===== src/rtl/wb_pkg.sv =====
// Shared types and default sizes for the write-back commit buffer.
// Defaults here feed the parameter defaults of wb_commit_buffer.
package wb_pkg;

    localparam int WB_DATA_W = 16;
    localparam int WB_ADDR_W = 3;
    localparam int WB_DEPTH  = 4;

    // One queued write-back: register address and data, tagged valid while pending.
    typedef struct packed {
        logic                 valid;
        logic [WB_ADDR_W-1:0] addr;
        logic [WB_DATA_W-1:0] data;
    } wb_entry_t;

endpackage


===== src/rtl/wb_bypass_match.sv =====
// Combinational youngest-match search over the pending write-back entries.
// Slots are scanned in age order so that a later (younger) match overrides an earlier one.
module wb_bypass_match
    import wb_pkg::*;
#(
    parameter int DATA_W   = WB_DATA_W,
    parameter int ADDR_W   = WB_ADDR_W,
    parameter int DEPTH    = WB_DEPTH,
    parameter int ZERO_REG = 1,
    parameter int PTR_W    = $clog2(DEPTH)
) (
    input  logic [DEPTH-1:0]             valid,
    input  logic [DEPTH-1:0][ADDR_W-1:0] addr,
    input  logic [DEPTH-1:0][DATA_W-1:0] data,
    input  logic [PTR_W-1:0]             tail,
    input  logic [ADDR_W-1:0]            byp_addr,
    output logic                         byp_hit,
    output logic [DATA_W-1:0]            byp_data
);

    logic [PTR_W-1:0] idx;
    logic             zero_lookup;

    assign zero_lookup = (ZERO_REG != 0) && (byp_addr == '0);

    // Starting at tail walks the free slots first, then oldest to youngest,
    // so the final match seen is the youngest.
    always_comb begin
        byp_hit  = 1'b0;
        byp_data = '0;
        idx      = '0;
        for (int i = 0; i < DEPTH; i++) begin
            idx = tail + PTR_W'(i);
            if (valid[idx] && (addr[idx] == byp_addr) && !zero_lookup) begin
                byp_hit  = 1'b1;
                byp_data = data[idx];
            end
        end
    end

endmodule


===== src/rtl/wb_commit_buffer.sv =====
// In-order write-back FIFO retiring to the shared register-file write port,
// with a forwarding lookup over the entries that are still pending.
module wb_commit_buffer
    import wb_pkg::*;
#(
    parameter int DATA_W   = WB_DATA_W,
    parameter int ADDR_W   = WB_ADDR_W,
    parameter int DEPTH    = WB_DEPTH,
    parameter int ZERO_REG = 1
) (
    input  logic                        clk,
    input  logic                        resetn,
    input  logic                        in_valid,
    output logic                        in_ready,
    input  logic                        in_we,
    input  logic [ADDR_W-1:0]           in_addr,
    input  logic [DATA_W-1:0]           in_data,
    input  logic                        flush,
    input  logic                        rf_grant,
    output logic                        rf_we,
    output logic [ADDR_W-1:0]           rf_addr,
    output logic [DATA_W-1:0]           rf_data,
    input  logic [ADDR_W-1:0]           byp_addr,
    output logic                        byp_hit,
    output logic [DATA_W-1:0]           byp_data,
    output logic [$clog2(DEPTH):0]      count
);

    localparam int PTR_W = $clog2(DEPTH);
    localparam int CNT_W = PTR_W + 1;

    logic [PTR_W-1:0]             head_q;
    logic [PTR_W-1:0]             tail_q;
    logic [CNT_W-1:0]             count_q;
    logic [DEPTH-1:0]             valid_q;
    logic [DEPTH-1:0][ADDR_W-1:0] addr_q;
    logic [DEPTH-1:0][DATA_W-1:0] data_q;

    logic full;
    logic empty;
    logic zero_dest;
    logic store;
    logic retire;

    assign full      = (count_q == CNT_W'(DEPTH));
    assign empty     = (count_q == '0);
    assign in_ready  = !full;
    assign zero_dest = (ZERO_REG != 0) && (in_addr == '0);

    // Accepted requests that do not write (no-op or discarded r0) complete the
    // handshake without occupying a slot.
    assign store  = in_valid && in_ready && !flush && in_we && !zero_dest;
    assign retire = rf_we && rf_grant && !flush;

    assign rf_we   = !empty;
    assign rf_addr = empty ? '0 : addr_q[head_q];
    assign rf_data = empty ? '0 : data_q[head_q];
    assign count   = count_q;

    // Control state: flush shares the reset path so it beats enqueue and retire.
    always_ff @(posedge clk) begin
        if (!resetn || flush) begin
            head_q  <= '0;
            tail_q  <= '0;
            count_q <= '0;
            valid_q <= '0;
        end else begin
            if (store) begin
                tail_q          <= tail_q + 1'b1;
                valid_q[tail_q] <= 1'b1;
            end
            if (retire) begin
                head_q          <= head_q + 1'b1;
                valid_q[head_q] <= 1'b0;
            end
            case ({store, retire})
                2'b10:   count_q <= count_q + 1'b1;
                2'b01:   count_q <= count_q - 1'b1;
                default: count_q <= count_q;
            endcase
        end
    end

    // Payload needs no reset; it is only visible through the valid bits and count.
    always_ff @(posedge clk) begin
        if (store) begin
            addr_q[tail_q] <= in_addr;
            data_q[tail_q] <= in_data;
        end
    end

    wb_bypass_match #(
        .DATA_W   (DATA_W),
        .ADDR_W   (ADDR_W),
        .DEPTH    (DEPTH),
        .ZERO_REG (ZERO_REG),
        .PTR_W    (PTR_W)
    ) u_bypass (
        .valid    (valid_q),
        .addr     (addr_q),
        .data     (data_q),
        .tail     (tail_q),
        .byp_addr (byp_addr),
        .byp_hit  (byp_hit),
        .byp_data (byp_data)
    );

endmodule

===== config.mk =====
export PLATFORM = sky130hd
export DESIGN_NAME = wb_commit_buffer
export DESIGN_NICKNAME = d
export VERILOG_FILES = /design/src/rtl/wb_pkg.sv /design/src/rtl/wb_bypass_match.sv /design/src/rtl/wb_commit_buffer.sv
export SDC_FILE = /design/constraint.sdc
export NUM_CORES = 1
export LEC_CHECK = 0
export ABC_AREA = 1
export ABC_CLOCK_PERIOD_IN_PS = 2600
export BUFFER_PORTS_ARGS = -buffer_cell sky130_fd_sc_hd__buf_2
export CELL_PAD_IN_SITES_DETAIL_PLACEMENT = 0
export CELL_PAD_IN_SITES_GLOBAL_PLACEMENT = 1
export CORE_AREA = 2 2 182 95
export DETAILED_ROUTE_END_ITERATION = 10
export DIE_AREA = 0 0 184 97
export PLACE_DENSITY = 0.85
export RECOVER_POWER = 25
export SLEW_MARGIN = 20
export SYNTH_ARGS = -nofsm -noshare
export SYNTH_HDL_FRONTEND = slang
export SYNTH_SLANG_ARGS = --single-unit

===== constraint.sdc =====
create_clock -name clk -period 2.6 [get_ports clk]
set_clock_uncertainty 0.1 [all_clocks]
set_input_delay 0 -clock clk [delete_from_list [all_inputs] [get_ports clk]]
set_output_delay 0 -clock clk [all_outputs]
set_load 0.005 [all_outputs]

==> out/metrics.yaml <==
outcome: "finished, final reports clean"
grt_pass1_wl_um: 32690
cpMaxStageDelayCell: "dfxtp_4"
final_max_slew_viol_count: 0
seq_area_frac_synth_pct: 40.12
critPathMaxStageDelay_ns: 0.39
drcViolationCount: 0
drt_iter0_markers: 795
fin_nets: 982
holdCritStartpoint: "flush"
rsz0062_at_grt: "true"
via_per_inst: 5.420
synthTopCellsByArea: "edfxtp_1 (37%), nand2_1 (13%), o21ai_0 (12%)"
synth_edf_count: 76
ant_nets: 0
start_util_pct: 38.73
num_rows: 33
dp_cells: 1108
grt_max_degree: 60
worstSetupEndpointType: "primary output"
dpl.hpwl_um: 15160
crit_required_ns: 2.50
irDropWorstVdd_mv: 0.3941
wl_um: 21950
fmax_ghz: 0.3890
clockBufferDepth: 2
clk_pin_slew_ns: 0.07
synth_cell_types: 32
syn_inst: 858
min_path_type: "primary input to register"
final_area_mm2: 0.007766
place_ws_ns: 0.3011
ios: 69
place_area_mm2: 0.006837
synth_nets: 896
core_mm2: 0.01610
critPathMaxFanout: 9
synth_async_sr_flop_share_pct: 0
fp.dieH_um: 97
synth_top_cell_by_area: "edfxtp_1"
clock-sinks: 87
cpMostUsedCell: "nand3_1"
max-cap-violations: 0
antenna_cells: 0
r2r_start: "count[1]"
crit_chain: "inv_4, ha_4, buf_8, nand3_1, nand3_2, nand2_2, nor2_4, buf_12, nand2_8, nand3_1, nand3_1, nand2_1, nand2_2, buf_2"
worst_pin_slew_ns: 0.7719
grt_usage_pct: 24.48
grt.overflow.total: 0
wire_per_inst_um: 18.94
yosys_warnings: 0
finalCritPeriodShare_pct: 98.87
first_pass_iters: 5
p_per_area_mw_per_mm2: 413.5
numCtsBuffers: 9
arrival_ns: 2.47
synth_top_cell_area_share_pct: 36.59
setup_viol: 0
vias: 6282
final_common_cell: "nand2_1"
place_congestion: 0.8522
ff2ff_path_depth: 12
clock_latency_ns: 0.35
hold_violations: 0
portBuffers: 68
critPathLaunchType: "register"
holdPathEnd: "head_q[1]"
final-instance-count-excl-fill: 1159
final_cell_mix: "nand2_1 (212), o21ai_0 (143), nand3_1 (80)"
grt_pass1_vias: 5297
synthFlopType: "edfxtp_1"
p_leak_nw: 3.381
r2r-end: "count[2]"
slew_headroom_pct: 48.46
cts_tree: "yes"
ys_ff_latch: 87
clockRootBuffer: "clkbuf_16"
h-tree-depth: 3
antenna_found_initial: 0
crit_type: "register to primary output"
period_minus_slack_ns: 2.571
r2r_slack_ns: 0.42
synth.avg_cell_area_um2: 7.270
area_growth_pct: 24.51
dieArea_mm2: 0.01785
die_w_um: 184
synthesis.area_mm2: 0.006237
min_delay_path_depth: 5
final_layout_size_suffix_gt1_share_pct: 18.02
layout_setup_ws_ns: 0.02948
[flip-flops by register name, summed over array words and instances, names as in the netlist]
register  cells
data_q       64
addr_q       12
valid_q       4
count         3
head_q        2
tail_q        2
[what timing repair did]
item | in CTS | in global routing
endpoints found under the hold margin | 81 | 0
hold buffers | 22 | 0
gates resized for setup | 17 | 48
cloned | 2 | 3
pin swaps | 3 | 11
endpoints found under the setup margin | 16 | 16
setup buffers | 2 | 8
[synth_stat cells (9+ instances only)]
library cell,n
o211ai_1,15
o21ai_0,144
a21oi_1,46
nand3_2,9
ha_1,9
dfxtp_1,11
inv_1,70
buf_2,15
nand2_1,223
mux2i_1,16
nand3_1,94
nor2_1,63
clkbuf_1,27
edfxtp_1,76
[where the power goes]
group | switching (mW) | internal (mW)
logic | 0.258 | 0.158
clock network | 0.591 | 0.670
registers | 0.00672 | 1.53
total | 0.855 | 2.36
[worst max-delay path: cells and delay by family, from the launching register on]
family / cells / cell delay [ns]
flip-flops: 1 / 0.39
adder cells (fa/ha/maj): 1 / 0.31
buffers and inverters: 4 / 0.49
AND/OR/NAND/NOR: 9 / 0.91
[how the worst max path moves through the flow]
stage / cells after the start / start / end / slack [ns]
after floorplan: 20 / tail_q[1] / byp_data[6] / 0.01
after global placement: 12 / tail_q[0] / byp_data[0] / 0.26
after detailed placement: 13 / tail_q[0] / byp_data[14] / 0.30
after CTS: 15 / tail_q[0] / byp_data[12] / 0.02
after global routing: 13 / tail_q[0] / byp_data[0] / -0.05
final: 14 / tail_q[0] / byp_data[0] / 0.03
[cell type report]
class                           instances  area [um^2]
Fill cell                            1590         8337
Multi-Input combinational cell        641         3358
Sequential cell                        87         2507
Timing Repair Buffer                  131         1056
Inverter                               74        295.3
Tap cell                              210        262.8
Clock buffer                            9        225.2
Clock inverter                          7        61.31
[metrics by stage]
step	utilization (%)	power, mW	hold slack, ns	TNS, ns
2_1_floorplan	-	1.765	-0.001131	0
3_3_place_gp	42.46	1.889	0.1209	0
3_5_place_dp	42.46	1.893	0.1231	0
5_1_grt	48.23	3.335	0.07930	-0.4220
4_1_cts	46.52	3.192	0.009500	0
6_report	48.23	3.211	0.02801	0
[cells by family after synthesis]
group / after synthesis / share of synthesized area (%)
adders and majority gates: 10 / 2.126
buffers and inverters: 131 / 9.248
DFF: 87 / 40.12
AOI/OAI and AO/OA: 214 / 18.09
muxes: 16 / 2.568
xor gates and xnor gates: 2 / 0.2809
and+or+nand+nor: 398 / 27.56
[per-layer routing]
metal,GRT usage (%),routed length [um]
met5,0,0
met4,5.169,218
met3,7.342,2786
met2,26.56,7346
met1,43.01,11600
Note: power is estimated with default switching activity, not from simulation.
